===== config.mk =====
export PLATFORM = sky130hd
export DESIGN_NAME = spi_coef_bank
export DESIGN_NICKNAME = d
export VERILOG_FILES = /design/src/rtl/spi_coef_bank.sv
export SDC_FILE = /design/constraint.sdc
export NUM_CORES = 1
export LEC_CHECK = 0
export CORE_MARGIN = 2
export CORE_UTILIZATION = 50
export DETAILED_ROUTE_END_ITERATION = 10
export DONT_BUFFER_PORTS = 1
export GPL_TIMING_DRIVEN = 0
export PLACE_DENSITY = 0.64
export SKIP_LAST_GASP = 1
export SLEW_MARGIN = 20
export SYNTH_ARGS = -nofsm -noshare
export SYNTH_HDL_FRONTEND = slang
export SYNTH_SLANG_ARGS = --single-unit

===== constraint.sdc =====
create_clock -name clock -period 3 [get_ports clock]
set_input_delay 0.3 -clock clock [delete_from_list [all_inputs] [get_ports clock]]
set_output_delay 0.3 -clock clock [all_outputs]
set_load 0.05 [all_outputs]

===== src/rtl/spi_coef_bank.sv =====
// SPI-slave coefficient bank: oversampled SPI port, shadow/active register pairs,
// atomic commit, MISO read-back and frame-length error reporting.
module spi_coef_bank #(
    parameter int                ADDR_W      = 7,
    parameter int                DATA_W      = 20,
    parameter int                PAD_W       = 4,
    parameter int                NUM_REGS    = 8,
    parameter int                BASE_ADDR   = 1,
    parameter logic [ADDR_W-1:0] COMMIT_ADDR = 7'h7F,
    parameter int                SYNC_STAGES = 2
) (
    input  logic                       clock,
    input  logic                       reset,
    input  logic                       spi_sclk,
    input  logic                       spi_ss_n,
    input  logic                       spi_mosi,
    output logic                       spi_miso,
    output logic                       spi_miso_oe,
    output logic [NUM_REGS*DATA_W-1:0] coef_out,
    output logic                       commit_pulse,
    output logic                       frame_err
);

    localparam int FRAME_W = 1 + ADDR_W + DATA_W + PAD_W;
    localparam int CNT_W   = $clog2(FRAME_W + 1);
    localparam int RD_W    = $clog2(DATA_W + 1);
    localparam int IDX_W   = (NUM_REGS > 1) ? $clog2(NUM_REGS) : 1;

    localparam logic [CNT_W-1:0]  FRAME_CNT = CNT_W'(FRAME_W);
    localparam logic [CNT_W-1:0]  RD_LOAD   = CNT_W'(ADDR_W);
    localparam logic [RD_W-1:0]   DATA_CNT  = RD_W'(DATA_W);
    localparam logic [ADDR_W-1:0] BASE_A    = ADDR_W'(BASE_ADDR);
    localparam logic [ADDR_W:0]   NREG_A    = (ADDR_W + 1)'(NUM_REGS);

    if (NUM_REGS > 2**ADDR_W - 2) begin : g_bad_num_regs
        $error("spi_coef_bank: NUM_REGS must be <= 2**ADDR_W-2");
    end
    if (SYNC_STAGES < 2) begin : g_bad_sync
        $error("spi_coef_bank: SYNC_STAGES must be >= 2");
    end

    // IDLE: wait ss_n fall | SHIFT: collect bits, drive read data | DONE: evaluate frame
    typedef enum logic [1:0] {IDLE, SHIFT, DONE} state_t;

    state_t                   state;
    logic [SYNC_STAGES-1:0]   sclk_sync, ss_sync, mosi_sync;
    logic                     sclk_prev, ss_prev;
    logic [FRAME_W-1:0]       shift_reg;
    logic [CNT_W-1:0]         bit_cnt;
    logic                     over_len;
    logic [DATA_W-1:0]        shadow [NUM_REGS];
    logic [DATA_W-1:0]        active [NUM_REGS];
    logic [DATA_W-1:0]        rd_reg;
    logic [RD_W-1:0]          rd_cnt;
    logic                     rd_active;

    logic                     sclk_rise, sclk_fall, ss_rise, ss_fall;
    logic [FRAME_W-1:0]       shift_next;
    logic                     f_rw, e_rw;
    logic [ADDR_W-1:0]        f_addr, e_addr;
    logic [DATA_W-1:0]        f_data;

    function automatic logic reg_hit(input logic [ADDR_W-1:0] a);
        logic [ADDR_W-1:0] rel;
        rel = a - BASE_A;
        return (a >= BASE_A) && ({1'b0, rel} < NREG_A);
    endfunction

    function automatic logic [IDX_W-1:0] reg_idx(input logic [ADDR_W-1:0] a);
        return IDX_W'(a - BASE_A);
    endfunction

    assign sclk_rise  =  sclk_sync[SYNC_STAGES-1] & ~sclk_prev;
    assign sclk_fall  = ~sclk_sync[SYNC_STAGES-1] &  sclk_prev;
    assign ss_rise    =  ss_sync[SYNC_STAGES-1]   & ~ss_prev;
    assign ss_fall    = ~ss_sync[SYNC_STAGES-1]   &  ss_prev;
    assign shift_next = {shift_reg[FRAME_W-2:0], mosi_sync[SYNC_STAGES-1]};

    // Early view taken on the rise that completes {rw, addr}, so read data is ready for the next fall.
    assign e_rw   = shift_next[ADDR_W];
    assign e_addr = shift_next[ADDR_W-1:0];
    assign f_rw   = shift_reg[FRAME_W-1];
    assign f_addr = shift_reg[FRAME_W-2 -: ADDR_W];
    assign f_data = shift_reg[PAD_W +: DATA_W];

    // Sync chains reset low so an ss_n held low across reset release never looks like a frame start.
    always_ff @(posedge clock) begin
        if (!reset) begin
            sclk_sync <= '0;
            ss_sync   <= '0;
            mosi_sync <= '0;
            sclk_prev <= 1'b0;
            ss_prev   <= 1'b0;
        end else begin
            sclk_sync <= {sclk_sync[SYNC_STAGES-2:0], spi_sclk};
            ss_sync   <= {ss_sync[SYNC_STAGES-2:0], spi_ss_n};
            mosi_sync <= {mosi_sync[SYNC_STAGES-2:0], spi_mosi};
            sclk_prev <= sclk_sync[SYNC_STAGES-1];
            ss_prev   <= ss_sync[SYNC_STAGES-1];
        end
    end

    always_ff @(posedge clock) begin
        if (!reset) begin
            state        <= IDLE;
            shift_reg    <= '0;
            bit_cnt      <= '0;
            over_len     <= 1'b0;
            rd_reg       <= '0;
            rd_cnt       <= '0;
            rd_active    <= 1'b0;
            spi_miso     <= 1'b0;
            spi_miso_oe  <= 1'b0;
            commit_pulse <= 1'b0;
            frame_err    <= 1'b0;
            for (int i = 0; i < NUM_REGS; i++) begin
                shadow[i] <= '0;
                active[i] <= '0;
            end
        end else begin
            commit_pulse <= 1'b0;
            frame_err    <= 1'b0;
            case (state)
                IDLE: begin
                    if (ss_fall) begin
                        state     <= SHIFT;
                        shift_reg <= '0;
                        bit_cnt   <= '0;
                        over_len  <= 1'b0;
                        rd_active <= 1'b0;
                        rd_cnt    <= '0;
                    end
                end
                SHIFT: begin
                    if (ss_rise) begin
                        state       <= DONE;
                        spi_miso    <= 1'b0;
                        spi_miso_oe <= 1'b0;
                        rd_active   <= 1'b0;
                    end else begin
                        if (sclk_rise) begin
                            if (bit_cnt == FRAME_CNT) begin
                                over_len <= 1'b1;
                            end else begin
                                shift_reg <= shift_next;
                                bit_cnt   <= bit_cnt + 1'b1;
                                if (bit_cnt == RD_LOAD && !e_rw && reg_hit(e_addr)) begin
                                    rd_reg    <= shadow[reg_idx(e_addr)];
                                    rd_active <= 1'b1;
                                    rd_cnt    <= '0;
                                end
                            end
                        end
                        if (sclk_fall && rd_active) begin
                            if (rd_cnt == DATA_CNT) begin
                                spi_miso    <= 1'b0;
                                spi_miso_oe <= 1'b0;
                                rd_active   <= 1'b0;
                            end else begin
                                spi_miso    <= rd_reg[DATA_W-1];
                                spi_miso_oe <= 1'b1;
                                rd_reg      <= {rd_reg[DATA_W-2:0], 1'b0};
                                rd_cnt      <= rd_cnt + 1'b1;
                            end
                        end
                    end
                end
                DONE: begin
                    if (bit_cnt == FRAME_CNT && !over_len) begin
                        if (f_rw && reg_hit(f_addr)) begin
                            shadow[reg_idx(f_addr)] <= f_data;
                        end else if (f_rw && f_addr == COMMIT_ADDR) begin
                            active       <= shadow;
                            commit_pulse <= 1'b1;
                        end
                    end else begin
                        frame_err <= 1'b1;
                    end
                    // A one-clock ss_n high gap lands its falling edge here.
                    if (ss_fall) begin
                        state     <= SHIFT;
                        shift_reg <= '0;
                        bit_cnt   <= '0;
                        over_len  <= 1'b0;
                        rd_active <= 1'b0;
                        rd_cnt    <= '0;
                    end else begin
                        state <= IDLE;
                    end
                end
                default: state <= IDLE;
            endcase
        end
    end

    for (genvar i = 0; i < NUM_REGS; i++) begin : g_coef
        assign coef_out[i*DATA_W +: DATA_W] = active[i];
    end

endmodule


======== Word level (Yosys, flattened, before mapping) ========
Index checks and enable logic that the tools add are counted.
storage, ports and cells
  flip-flop bits (word level) ............. 399
  input bits .............................. 5
  output and inout port bits .............. 164
cells by class
  muxes and demuxes ....................... 53
  bitwise gates (word level) .............. 15
  magnitude comparators ................... 7
  reduce and logical (&&, ||, !) cells .... 26
  eq/ne operators ......................... 13
  add/sub/neg operators ................... 4
operators with widths
  operator                                                                       count
  160-bit bitwise mux                                                            1
  20-bit 2-to-1 mux                                                              8
  32-bit 2-to-1 mux                                                              4
  32-bit one-hot mux with 2 select lines                                         1
  20-bit binary-select mux with 3-bit select                                     1
  20-bit demux with 3-bit select                                                 1
  5-bit 2-to-1 mux                                                               7
  6-bit 2-to-1 mux                                                               4
  1-bit 2-to-1 mux                                                               19
  7-bit by 1-bit >= comparator with 1-bit output (second input constant)         2
  7-bit by 4-bit less-than comparator with 1-bit output (second input constant)  2
  7-bit by 1-bit subtractor with 7-bit output (second input constant)            2
  2-bit != test (second input constant)                                          6
  6-bit one-hot mux with 2 select lines                                          1
  5-bit one-hot mux with 2 select lines                                          1
  2-bit AND reduction                                                            5
  5-bit AND reduction                                                            2
  1-bit logical AND                                                              9
  1-bit inverter                                                                 9
  4-bit >= comparator (second input constant)                                    2
  3-bit inverter with 4-bit output                                               2
  7-bit equality test (second input constant)                                    1
  6-bit by 1-bit adder with 6-bit output (second input constant)                 1
  6-bit by 3-bit equality test with 1-bit output (second input constant)         1
  other kinds (18)                                                               26

======== Longest topological paths before layout ========
Gate-level depths: netlist of the first run.
  word-level depth ........................ 11
  gate-level depth with buffers ........... 9
  depth with buffers taken out ............ 7

======== Least setup slack after synthesis of the first run ========
OpenSTA, ideal clock, no wires.
  path kind ............................... register -> register
  from .................................... register shift_reg[24]
  to ...................................... register shadow[21] (netlist bit)
  data arrival time ....................... 2158 ps
  path buffers ............................ 1
  slack ................................... 714 ps
  stages on the path, launching flop included .. 9
  cells stage by stage .................... dfxtp_1 -> inv_1 -> ha_1 -> or4b_1 -> o211a_1 -> or4b_4 -> buf_2 -> nand3_1 -> o21ai_0
between the ends
  longest elaborated chain between the ends .. 7
  elaborated cells between the ends (all ways) .. 13
  classes of those cells .................. 1 x add/sub; 4 x order compare; 3 x mux; 1 x bitwise; 4 x reduce/logical
RTL lines
  element                                                                                                                    RTL line  RTL
  start: declaration                                                                                                         48        logic [FRAME_W-1:0] shift_reg;
  start signal: assignment                                                                                                   145       shift_reg <= shift_next;
  7-bit by 1-bit subtractor with 7-bit output                                                                                70        return IDX_W'(a - BASE_A);
  3-bit inverter with 4-bit output (not written as such)                                                                     171       shadow[reg_idx(f_addr)] <= f_data;
  4-bit >= comparator (not written as such) / 4-bit by 1-bit less-than comparator with 1-bit output (equally long branches)  171
  1-bit logical AND (not written as such)                                                                                    171
  20-bit 2-to-1 mux (not written as such)                                                                                    171
  20-bit demux with 3-bit select                                                                                             171
  160-bit bitwise mux                                                                                                        171
  end signal: indexed assignment                                                                                             171
  end: declaration                                                                                                           51        logic [DATA_W-1:0] shadow [NUM_REGS];
Parallel ways exist; a longest one is shown, timed or not.
A chain may end at the register's enable or synchronous reset.

======== Worst setup path after layout of the first run ========
  from .................................... register shift_reg[24]
  to ...................................... register shadow[71] (netlist bit)
The elaborated chain is that of the path after synthesis.

==> results.py, run 1 <==
metrics = {
    "worst_hold_path": {
        "hp-class": "primary input to register",
        "worst_hold_startpoint": "reset",
        "min_to": "rd_reg[0]$_SDFFE_PN0P_",
        "holdPathStages": 3,
    },
    "route": {
        "wl_per_cell_um": 22.3,
        "route.met3.wl_um": 4100,
        "drc_errors": 0,
        "drt_first_pass_iters": 5,
        "top_layer_used": "met4",
        "wl_met1_um": 20800,
        "vias": 13000,
        "drtIter0Drc": 1097,
        "dr_wl_met2_um": 22600,
        "ant_nets": 0,
        "vias_per_cell": 5.83,
        "routed_wl_um": 49700,
    },
    "global_route": {
        "grt_max_degree": 14,
        "antenna_found_initial": 4,
        "overflow": 0,
        "grt_first_pass_wirelength_um": 74100,
        "grt_pass1_vias": 12200,
        "grtUsageTotal_pct": 29.1,
    },
    "logic_synthesis": {
        "synth_most_common_cell": "nand2_1",
        "syn_inst": 1755,
        "synth-edff-count": 0,
        "synthesis.area_sq_um": 16100,
        "ys_warn_count": 0,
        "synth_xor_area_share_pct": 0.326,
        "netlist_top_cells_area": "dfxtp_1 (50%), nand2_1 (12%), mux2i_1 (8.4%)",
        "synthMuxAreaShare_pct": 11.9,
        "yosys-top-cells-count": "nand2_1 (495), dfxtp_1 (399), mux2i_1 (135)",
        "synth_area_leader_cell": "dfxtp_1",
        "synth_area_per_cell_sq_um": 9.17,
        "synth-compound-area-share_pct": 14.3,
        "async_flop_share_pct": 0,
        "ys_ff_latch": 399,
        "synthAdderAreaFrac_pct": 0.544,
        "ys_types": 61,
        "synthSimpleGateAreaFrac_pct": 19.3,
        "synth_top_family_by_area": "simple AND/OR/NAND/NOR gates",
        "syn-num-nets": 1767,
        "ys.flop_type": "dfxtp_1",
        "seq_area_frac_synth_pct": 49.6,
        "synth_top_area_share_pct": 49.6,
    },
    "floorplanning": {
        "dieArea_sq_um": 33600,
        "die_h_um": 183,
        "die_w_um": 183,
        "pin_count": 169,
        "core-area_sq_um": 31600,
        "rows": 65,
        "initial_core_util_pct": 50.9,
    },
    "timing": {
        "rsz0062_at_grt": "false",
        "worstMarginPinSlew_ns": 0.947,
        "period_share_pct": 92.5,
        "slew_headroom_pct": 35.3,
        "setup_viol": 0,
        "hold_viol_final": 0,
        "whs_ns": 0.387,
        "min_period_ns": 2.78,
        "finalClockSkew_ns": 0.0121,
        "drv_slew": 0,
        "tns_ns": 0,
        "fmax_mhz": 360,
    },
    "final_layout": {
        "post-route-util_pct": 56.9,
        "design_area_sq_um": 18000,
        "antenna_cells": 0,
        "ff_latch_area_sq_um": 7990,
        "syn_to_final_growth_pct": 11.9,
        "multi_input_area_sq_um": 7460,
        "fillers": 2885,
        "drive_above_1_share_pct": 7.99,
        "final_nets": 1816,
    },
    "run": {
        "maxCapViolCount": 0,
    },
    "power": {
        "p_leak_nw": 6.02,
        "vdd_ir_drop_max_v": 0.000408,
        "power_mw": 10.8,
        "power_density_nw_per_um2": 599,
    },
    "cts": {
        "clk_latency_ns": 0.53,
        "numCtsBuffers": 42,
        "path_clk_slew_ns": 0.07,
        "clkSinkCount": 399,
        "cts_root_buf": "clkbuf_16",
        "cts_htree_levels": 2,
        "tritoncts": "done",
        "cts_buffer_depth": 3,
    },
    "critical_path": {
        "timing_worst_setup_path_type": "register to register",
        "slowest_stage": "nor3_1",
        "rr_worst_depth": 7,
        "cp_max_fo": 10,
        "regToRegStartpoint": "shift_reg[24]$_SDFFE_PN0P_",
        "path_cells": "inv_1, ha_1, or4b_1, o211a_1, nor3_1, buf_2, mux2i_1",
        "max_stage_delay_ns": 0.55,
        "worst_setup_path_end_kind": "register",
        "ff2ff_setup_slack_ns": 0.22,
        "worstPathRequired_ns": 3.44,
        "arrival_ns": 3.22,
        "setup.worst_path.start_class": "register",
        "r2r_end": "shadow[71]$_SDFFE_PN0P_",
    },
    "placed_design": {
        "port_buffers": 0,
        "hpwl_um": 36300,
        "place_congestion": 0.943,
        "place_area_sq_um": 16600,
    },
    "outcome": {
        "status": "complete, no violations",
    },
}
what timing repair did:
| item | in CTS | in global routing |
|---|---|---|
| buffers inserted | 0 | 2 |
| resized for setup | 0 | 6 |
| setup endpoints to repair | 1 | 12 |
| hold endpoints to repair | 3 | 0 |
| pin swaps | 1 | 1 |
| hold buffers | 3 | 0 |
where the power goes:
group          total (mW)  internal, mW  switching (mW)
registers            5.31          5.30         0.00392
clock network        5.23          3.15            2.08
logic               0.260        0.0853           0.174
total                10.8          8.54            2.26
cell usage in the layout (no fill, tap or decap), types with 18 or more instances in the layout:
| master | count |
|---|---|
| nand2_1 | 495 |
| dfxtp_1 | 399 |
| mux2i_1 | 135 |
| nand3_1 | 123 |
| a21boi_0 | 108 |
| clkbuf_1 | 93 |
| a21boi_1 | 89 |
| o21ai_0 | 67 |
| clkbuf_16 | 43 |
| buf_2 | 36 |
| mux4_2 | 25 |
| o211ai_1 | 18 |
critical path, delay by kind of cell (launching register included):
kind	cells	cell delay, ns
AO/OA/AOI/OAI	1	0.19
adder cells (fa/ha/maj)	1	0.26
buffers and inverters	2	0.52
flip-flops	1	0.46
multiplexers	1	0.22
AND/OR/NAND/NOR	2	1.02
worst max path at each step:
stage               cells after the start                  startpoint  slack [ns]                       end
global placement                        7     bit_cnt[2]$_SDFFE_PN0P_        0.04  coef_out[9]$_SDFFE_PN0P_
finish                                  7  shift_reg[24]$_SDFFE_PN0P_        0.22   shadow[71]$_SDFFE_PN0P_
global route                            7  shift_reg[24]$_SDFFE_PN0P_        0.11   shadow[75]$_SDFFE_PN0P_
floorplan                               8  shift_reg[24]$_SDFFE_PN0P_        0.71   shadow[21]$_SDFFE_PN0P_
CTS                                     8     mosi_sync[1]$_SDFF_PN0_        0.05   rd_reg[16]$_SDFFE_PN0P_
detailed placement                      7       state[1]$_SDFFE_PN0P_     -0.0008  coef_out[9]$_SDFFE_PN0P_
layer usage:
layer  global-route usage (%)  up-vias
met3                     7.31      119
met4                     12.7        0
met5                        0        -
met2                     46.5      506
li1                         -     6142
met1                     37.4     6232
cell type report:
cell class	count	share of cell area (%)
buffer	139	3.42
clock buffer	60	6.77
clock inverter	8	0.820
inverter	10	0.208
multi-input combinational	1207	41.4
sequential	399	44.3
tap	402	2.79
timing repair buffer	5	0.250
metrics by stage:
step	instances	setup WS [ns]
floorplan	1755	0.714
global route	2230	0.115
CTS	2228	0.0546
finish	2230	0.224
global placement	2157	0.0395
detailed placement	2157	-0.000835
logic make-up (layout without fill, tap and decap cells):
group | after synthesis | after routing
mux | 160 | 160
compound gates | 324 | 324
buf+inv | 149 | 222
fa+ha+maj | 7 | 7
flops | 399 | 399
simple gates | 710 | 710
xor+xnor | 6 | 6
Power figures use the tool's default switching activity.
==> run 2, diff against run 1 <==
Settings changed: PLACE_DENSITY 0.64 to unset.
==> run 2 against run 1 <==
  * Critical path type unchanged
  * Highest routed layer unchanged
  * Sequential cell count unchanged
  * Utilization down 0.45 points
  * Worst setup slack lost 0.055 ns
  * Largest cell class unchanged
  * Largest power group unchanged
  * Maximum frequency is 1.9% lower
==> results.py, run 2 (same netlist as run 1, synthesis figures left out) <==
metrics = {
    "outcome": {
        "status": "complete, no violations",
    },
    "placed_design": {
        "place_congestion": 0.943,
        "port_buffers": 0,
        "place_area_sq_um": 16600,
        "hpwl_um": 36600,
    },
    "power": {
        "vdd_ir_drop_max_v": 0.000429,
        "power_density_nw_per_um2": 584,
        "p_leak_nw": 5.94,
    },
    "worst_hold_path": {
        "worst_hold_startpoint": "reset",
        "holdPathStages": 3,
        "hp-class": "primary input to register",
        "min_to": "rd_reg[0]$_SDFFE_PN0P_",
    },
    "final_layout": {
        "fillers": 2920,
        "design_area_sq_um": 17900,
        "final_nets": 1814,
        "antenna_cells": 0,
        "mostFrequentLayoutCell": "nand2_1",
        "multi_input_area_sq_um": 7460,
        "syn_to_final_growth_pct": 11.0,
        "mostFrequentLayoutCells": "nand2_1 (495), dfxtp_1 (399), mux2i_1 (135)",
        "ff_latch_area_sq_um": 7990,
        "drive_above_1_share_pct": 7.59,
    },
    "timing": {
        "slew_headroom_pct": 36.3,
        "drv_slew": 0,
        "hold_viol_final": 0,
        "setup_viol": 0,
        "finalClockSkew_ns": 0.0270,
        "tns_ns": 0,
        "period_share_pct": 94.4,
        "min_period_ns": 2.83,
        "fmax_mhz": 353,
        "whs_ns": 0.404,
        "rsz0062_at_grt": "false",
        "worstMarginPinSlew_ns": 0.931,
    },
    "critical_path": {
        "rr_worst_depth": 7,
        "worstSetupStartpoint": "shift_reg[24]$_SDFFE_PN0P_",
        "r2r_end": "shadow[73]$_SDFFE_PN0P_",
        "timing_worst_setup_path_type": "register to register",
        "worstPathRequired_ns": 3.45,
        "ff2ff_setup_slack_ns": 0.17,
        "setup.worst_path.start_class": "register",
        "regToRegStartpoint": "shift_reg[24]$_SDFFE_PN0P_",
        "cp_max_fo": 10,
        "worst_setup_path_end_kind": "register",
        "arrival_ns": 3.28,
    },
    "cts": {
        "path_clk_slew_ns": 0.06,
        "clk_latency_ns": 0.55,
        "clkSinkCount": 399,
        "numCtsBuffers": 42,
        "cts_buffer_depth": 3,
        "cts_root_buf": "clkbuf_16",
        "cts_htree_levels": 2,
        "tritoncts": "done",
    },
    "route": {
        "drt_first_pass_iters": 5,
        "vias_per_cell": 5.77,
        "drtIter0Drc": 943,
        "routed_wl_um": 49700,
        "ant_nets": 0,
        "wl_per_cell_um": 22.4,
        "drc_errors": 0,
        "vias": 12800,
    },
    "floorplanning": {
        "core-area_sq_um": 31600,
        "initial_core_util_pct": 50.9,
        "die_w_um": 183,
        "pin_count": 169,
        "rows": 65,
        "die_h_um": 183,
        "dieArea_sq_um": 33600,
    },
    "global_route": {
        "grtUsageTotal_pct": 29.2,
        "overflow": 0,
        "antenna_found_initial": 1,
        "grt_pass1_vias": 12200,
        "grt_max_degree": 14,
        "grt_first_pass_wirelength_um": 74000,
    },
    "run": {
        "maxCapViolCount": 0,
    },
}
## run 2: what timing repair did
action | CTS | global route
hold buffers | 3 | 0
setup buffers | 0 | 0
hold endpoints to repair | 3 | 0
gates resized for setup | 0 | 7
endpoints found under the setup margin | 0 | 28
## run 2: through the flow
stage          std cells  power [mW]  worst slack, ns  util (%)
6_report            2221        10.4            0.169      56.5
2_1_floorplan       1755        5.60            0.714         -
3_5_place_dp        2157        5.68           0.0619      52.5
4_1_cts             2221        10.5           0.0370      56.5
5_1_grt             2221        10.7           0.0257      56.5
3_3_place_gp        2157        5.68          0.00444      52.5
## run 2: how the worst max path moves through the flow
| stage | depth (start not counted) | to |
|---|---|---|
| floorplan | 8 | shadow[21]$_SDFFE_PN0P_ |
| global placement | 7 | coef_out[9]$_SDFFE_PN0P_ |
| detailed placement | 8 | rd_reg[16]$_SDFFE_PN0P_ |
| CTS | 8 | rd_reg[16]$_SDFFE_PN0P_ |
| global route | 7 | coef_out[9]$_SDFFE_PN0P_ |
| finish | 7 | shadow[73]$_SDFFE_PN0P_ |
## run 2: layer usage
layer | routed length, um | track usage, % | share of wire [%]
met1 | 20700 | 37.0 | 42
met2 | 22800 | 47.5 | 46
met3 | 3790 | 6.74 | 7.6
met4 | 2380 | 13.4 | 4.8
met5 | 0 | 0 | 0
## run 2: power by group
group,switching [mW],internal (mW)
Clock,2.08,2.78
Combinational,0.176,0.0854
Sequential,0.00402,5.30
## run 2: final cells by class
cell class	instances	area share (%)
buffer	139	3.44
clock buffer	56	6.51
clock inverter	5	0.427
inverter	10	0.210
multi-input combinational	1207	41.7
sequential	399	44.7
tap	402	2.81
timing repair buffer	3	0.168
## run 2: critical path, stage by stage, from the launching register on
cell and delay [ns]:
dfxtp_1 0.45, inv_1 0.09, ha_1 0.26, or4b_1 0.48
o211a_1 0.19, nor3_1 0.58, buf_2 0.45, mux2i_1 0.23
